`config.mk`:
```
export PLATFORM = sky130hd
export DESIGN_NAME = full_adder_using_half_adder
export DESIGN_NICKNAME = d
export VERILOG_FILES = /design/src/rtl/full_adder_using_half_adder.sv
export SDC_FILE = /design/constraint.sdc
export NUM_CORES = 1
export LEC_CHECK = 0
export CAP_MARGIN = 20
export CELL_PAD_IN_SITES_DETAIL_PLACEMENT = 1
export CELL_PAD_IN_SITES_GLOBAL_PLACEMENT = 2
export CORE_AREA = 2 2 39 41
export CTS_BUF_LIST = sky130_fd_sc_hd__clkbuf_2 sky130_fd_sc_hd__clkbuf_4 sky130_fd_sc_hd__clkbuf_8
export DETAILED_ROUTE_END_ITERATION = 8
export DIE_AREA = 0 0 41 43
export MAX_ROUTING_LAYER = met4
export PLACE_DENSITY_LB_ADDON = 0.05
export SYNTH_ARGS = -nofsm -noshare
export SYNTH_HDL_FRONTEND = slang
export SYNTH_HIERARCHICAL = 1
export SYNTH_SLANG_ARGS = --single-unit
```
`constraint.sdc`:
```
create_clock -name clk -period 1.65 [get_ports clk]
set_input_delay 0.165 -clock clk [delete_from_list [all_inputs] [get_ports clk]]
set_output_delay 0.165 -clock clk [all_outputs]
set_load 0.01 [all_outputs]
```
`src/rtl/full_adder_using_half_adder.sv`:
```
// Registered ripple-carry adder; each bit is a full adder built from two half adders and an OR.
// OUT_REG selects registered (1-cycle latency) or combinational sum/carry/overflow outputs.

module half_adder (
  input  logic a,
  input  logic b,
  output logic s,
  output logic c
);

  assign s = a ^ b;
  assign c = a & b;

endmodule

module full_adder_using_half_adder #(
  parameter int unsigned WIDTH   = 1,
  parameter int unsigned OUT_REG = 1
) (
  input  logic             clk,
  input  logic             rst,
  input  logic             in_valid,
  input  logic [WIDTH-1:0] A,
  input  logic [WIDTH-1:0] B,
  input  logic             Cin,
  output logic [WIDTH-1:0] S,
  output logic             Cout,
  output logic             Ovf,
  output logic             out_valid
);

  logic [WIDTH:0]   c;
  logic [WIDTH-1:0] p;
  logic [WIDTH-1:0] g;
  logic [WIDTH-1:0] t;
  logic [WIDTH-1:0] sum;
  logic             cout_c;
  logic             ovf_c;
  logic             valid_q;

  assign c[0] = Cin;

  for (genvar i = 0; i < WIDTH; i++) begin : g_bit
    half_adder u_ha1 (
      .a (A[i]),
      .b (B[i]),
      .s (p[i]),
      .c (g[i])
    );
    half_adder u_ha2 (
      .a (p[i]),
      .b (c[i]),
      .s (sum[i]),
      .c (t[i])
    );
    assign c[i+1] = g[i] | t[i];
  end

  assign cout_c = c[WIDTH];
  // Carry into and out of the sign bit differ exactly on signed overflow.
  assign ovf_c  = c[WIDTH] ^ c[WIDTH-1];

  if (OUT_REG != 0) begin : g_reg
    logic [WIDTH-1:0] s_q;
    logic             cout_q;
    logic             ovf_q;

    always_ff @(posedge clk) begin
      if (rst) begin
        s_q    <= '0;
        cout_q <= 1'b0;
        ovf_q  <= 1'b0;
      end else if (in_valid) begin
        s_q    <= sum;
        cout_q <= cout_c;
        ovf_q  <= ovf_c;
      end
    end

    assign S    = s_q;
    assign Cout = cout_q;
    assign Ovf  = ovf_q;
  end else begin : g_comb
    assign S    = sum;
    assign Cout = cout_c;
    assign Ovf  = ovf_c;
  end

  always_ff @(posedge clk) begin
    if (rst) begin
      valid_q <= 1'b0;
    end else begin
      valid_q <= in_valid;
    end
  end

  assign out_valid = valid_q;

endmodule

```
After elaboration in Yosys (flattened, before gate mapping)
Cells that the tools add are included.

storage, ports and cells
  memories = 0
  register bits after elaboration = 4
  input bits = 6
  output and inout bits = 4
  latch bits = 0
  RAM bits = 0
  logic and storage cells = 10
  memory bits (read-only) = 0

cells by class
  reduce and logical (&&, ||, !) cells = 0
  multiplexer cells = 0
  bitwise gates (word level) = 6
  equal/unequal tests = 0
  div/mod/pow operators = 0
  multipliers = 0
  shift operators = 0
  $add $sub $neg = 0
  order comparisons = 0

operators with widths
  kind               number
  bitwise XOR 1 bit  3
  AND 1 bit          2
  bitwise OR 1 bit   1

Logic depth before layout (Yosys ltp)
  depth in word-level cells = 4
  gate-level depth with buffers = 5
  depth with buffers taken out = 5

Modules after synthesis
Netlist, hierarchy kept.

by module, submodules not included
  module                       sequential area each (µm²)  times used  area each (µm²)  cells an instance
  full_adder_using_half_adder  80.1                        1           143.9            15
  half_adder                   0.0                         2           12.5             1

Worst setup path after synthesis
OpenSTA, ideal clock, no wires.

  path type = input to register
  start point = input A
  end point = register g_reg.ovf_q, in the netlist Ovf
  buffers on the path = 0
  required time = 1535 ps
  path slack = 335 ps
  stages on the path = 5
  data arrival time = 1200 ps
  setup time = 115 ps
  cells stage by stage = ha_1 -> ha_1 -> or3_1 -> a31oi_1 -> nor2_1

on the way
  longest elaborated chain between the ends = 4
  elaborated cells between the ends (all ways) = 5
  classes of those cells = bitwise (5)

ends and longest elaborated chain
  what                  RTL line  text
  start, declared       23        input logic [WIDTH-1:0] A,
  bitwise XOR 1 bit     11        assign s = a ^ b;
  AND 1 bit             12        assign c = a & b;
  via t                 35        logic [WIDTH-1:0] t;
  bitwise OR 1 bit      56        assign c[i+1] = g[i] | t[i];
  bitwise XOR 1 bit     61        assign ovf_c = c[WIDTH] ^ c[WIDTH-1];
  end signal, assigned  76        ovf_q <= ovf_c;
  end, declared         66        logic ovf_q;

The timed path passes the listed nets, and every way through them passes these cells.
A chain may end at the register's enable or synchronous reset.

Worst setup path in the final report
  start point = input A
  end point = register g_reg.ovf_q, in the netlist Ovf

on the way
  longest elaborated chain between the ends = 4
  elaborated cells between the ends (all ways) = 5
  classes of those cells = bitwise (5)

ends and longest elaborated chain
  what               RTL line  text
  bitwise XOR 1 bit  11
  via p              33        logic [WIDTH-1:0] p;
  AND 1 bit          12
  via t              35
  bitwise OR 1 bit   56
  bitwise XOR 1 bit  61

The timed path passes the listed nets, and every way through them passes these cells.

==> flow_summary_export.csv <==
group,metric,value,unit
pwr,p_leak,0.0001288,µW
timing,whs,0.4936,ns
job,maxCapViolCount,0,
synth,syn_area,168.9,µm²
timing,skew,0,ns
placement,dp.cells,43,
final_layout,final_nets,40,
placement,post-place-ws,-0.1447,ns
timing,grt_setup_unrepaired,"false",
worst_setup_path,cp_top_family,"adder cells",
pwr,peakVddDrop,0.0002736,V
die,initial_core_util,0.1221,
worst_setup_path,worstPathRequired,1.78,ns
synth,syn_area_per_cell,9.936,µm²
die,core_area,0.001384,mm²
synth,syn_inst,17,
clocking,post-cts-setup-buffers,0,
final_layout,final_core_util,0.2233,
detailed_routing,final_antenna_net_count,0,
detailed_routing,wl_met1,189,µm
final_layout,nFillCells,161,
detailed_routing,top_layer_used,"met4",
grt,grt_max_degree,7,
timing,period_needed,1.528,ns
clocking,ctsResizeCount,0,
worst_setup_path,critPathKind,"primary input to register",
grt,first_global_vias,178,
worst_setup_path,crit_slowest_cell,"clkdlybuf4s50_1",
worst_setup_path,worst_setup_path_start_kind,"primary input",
placement,port_buffers,9,
detailed_routing,route.met3.wl,26,µm
final_layout,register_area,80.08,µm²
worst_setup_path,crit_chain,"clkdlybuf4s50_1 -> ha_1 -> ha_1 -> or3_1 -> a31oi_1 -> nor2_1",
final_layout,final_cells,46,
clocking,cts_sinks,4,
worst_setup_path,crit_arrival,1.66,ns
clocking,cts_tree,"done",
die,ios,10,
grt,grt_antenna_before_repair,0,
die,rows,14,
grt,grtUsageTotal,0.08016,
synth,synth_nets,25,
synth,synth_top_cell_by_area,"dfxtp_1",
worst_hold_path,holdCritPathClass,"register to register",
final_layout,layout-drive-gt1-share,0.1333,
detailed_routing,routed_wl,454,µm
clocking,root_buffer,"clkbuf_4",
synth,async_flop_share,0,
status,status,"finished clean",
die,die_w,41,µm
clocking,htreeDepth,1,
worst_setup_path,crit_top_cell,"ha_1",
synth,ys_seq_area_frac,0.4741,
die,die_y,43,µm
synth,yosysTopAreaCellShare,0.4741,
timing,setup_viol,0,
synth,synth_compound_gate_area_share,0.1111,
timing,finalCritPeriodShare,0.9263,
synth,yosys.area_share.adder,0.1481,
synth,synth_edf_count,0,
worst_setup_path,critical-path-max-stage-delay,0.41,ns
timing,slew_headroom,0.8515,
final_layout,multi_input_area,88.84,µm²
final_layout,diodes,0,
worst_setup_path,path_buf_inv,1,
synth,synth_top_family_by_area,"simple AND/OR/NAND/NOR gates",
synth,ys.flop_type,"dfxtp_1",
timing,tns,0,ns
die,dieArea,0.001763,mm²
detailed_routing,wl_met2,222,µm
detailed_routing,drc_errors,0,
synth,synth_warnings,6,
synth,synth.top_cells.by_count,"dfxtp_1, nor2_1, ha_1",
synth,ys_seq_elements,4,
timing,fmax,654.3,MHz
detailed_routing,vias_per_cell,3.652,
synth,muxShareOfSynthArea,0.05926,
placement,hpwl,367.3,µm
detailed_routing,drtIter0Drc,0,
placement,gp_congestion,0.5654,
timing,slew_viol_final,0,
synth,synthXorXnorAreaFrac,0,
clocking,cts_hold_buf,0,
clocking,numCtsBuffers,3,
clocking,clk_pin_slew,0.04,ns
detailed_routing,detail_route.wl_per_cell,9.870,µm
synth,ys_top_cells_by_area,"dfxtp_1, ha_1, nor2_1, mux2i_1, a211oi_1",
detailed_routing,dr.pass1.iters,1,
timing,layout_setup_ws,0.1216,ns
grt,grt_pass1_wl,779,µm
pwr,p_per_area,948.6,mW/mm²
synth,synth_cell_types,10,
timing,final_hold_viol_count,0,
clocking,clock_latency,0.24,ns
worst_setup_path,end_kind,"register",
grt,grt_overflow_total,0,
worst_setup_path,crit_fanout,2,
final_layout,area_growth,82.96,%
timing,tightest_slew,0.2221,ns
clocking,clockBufferDepth,2,
synth,yosys.area_share.simple,0.2074,
detailed_routing,vias,168,
==> layer usage <==
metal | vias to the layer above | global-route usage
met3 | 2 | 0.03141
met5 | - | -
met2 | 6 | 0.09688
met1 | 74 | 0.07372
li1 | 86 | -
met4 | 0 | 0.1200
==> sequential cells by signal, summed over array words and instances (netlist names) <==
name / flops
Cout: 1
Ovf: 1
S: 1
out_valid: 1
==> worst min-delay path, stage by stage (launching register included) <==
cell and delay, ns:
dfxtp_1 0.31, nor2_1 0.08, a211oi_1 0.05
==> cell usage in the layout, fill, tap and decap left out, drive strengths merged <==
cell,count
a31oi,1
dfxtp,4
and2b,1
clkbuf,3
nor2b,1
or3,1
mux2i,1
nor2,4
ha,2
o21ai,1
a211oi,1
clkdlybuf4s50,9
buf,1
==> power by group <==
group / internal (µW) / switching [µW] / leakage, µW
logic: 34.8 / 20.9 / 0.0000818
registers: 104 / 3.02 / 0.0000332
clock network: 81.9 / 48.1 / 0.0000138
==> area by class of cell <==
class / count / share of cell area
multi-input combinational: 13 / 0.2874
clock buffer: 3 / 0.07287
tap: 16 / 0.06478
sequential: 4 / 0.2591
timing repair buffer: 10 / 0.3158
==> logic make-up after synthesis <==
| logic type | Yosys count |
|---|---|
| muxes | 1 |
| and+or+nand+nor | 7 |
| DFF | 4 |
| AOI/OAI and AO/OA | 3 |
| adders and majority gates | 2 |
==> final timing paths <==
path / slack, ns / end / cells past startpoint / startpoint
setup / recovery: 0.12 / Ovf$_SDFFE_PP0P_ / 6 / A
hold / removal: 0.49 / Cout$_SDFFE_PP0P_ / 2 / Cout$_SDFFE_PP0P_
setup reg to reg: 0.91 / Ovf$_SDFFE_PP0P_ / 3 / Ovf$_SDFFE_PP0P_
hold reg to reg: 0.49 / Cout$_SDFFE_PP0P_ / 2 / Cout$_SDFFE_PP0P_
==> stage by stage <==
| step | total power [µW] | cell area [µm²] |
|---|---|---|
| CTS | 302.7 | 309.0 |
| detailed placement | 166.1 | 286.5 |
| global route | 314.2 | 309.0 |
| floorplan | 129.9 | 168.9 |
| global placement | 165.6 | 286.5 |
| finish | 293.2 | 309.0 |
Power figures use the tool's default switching activity.
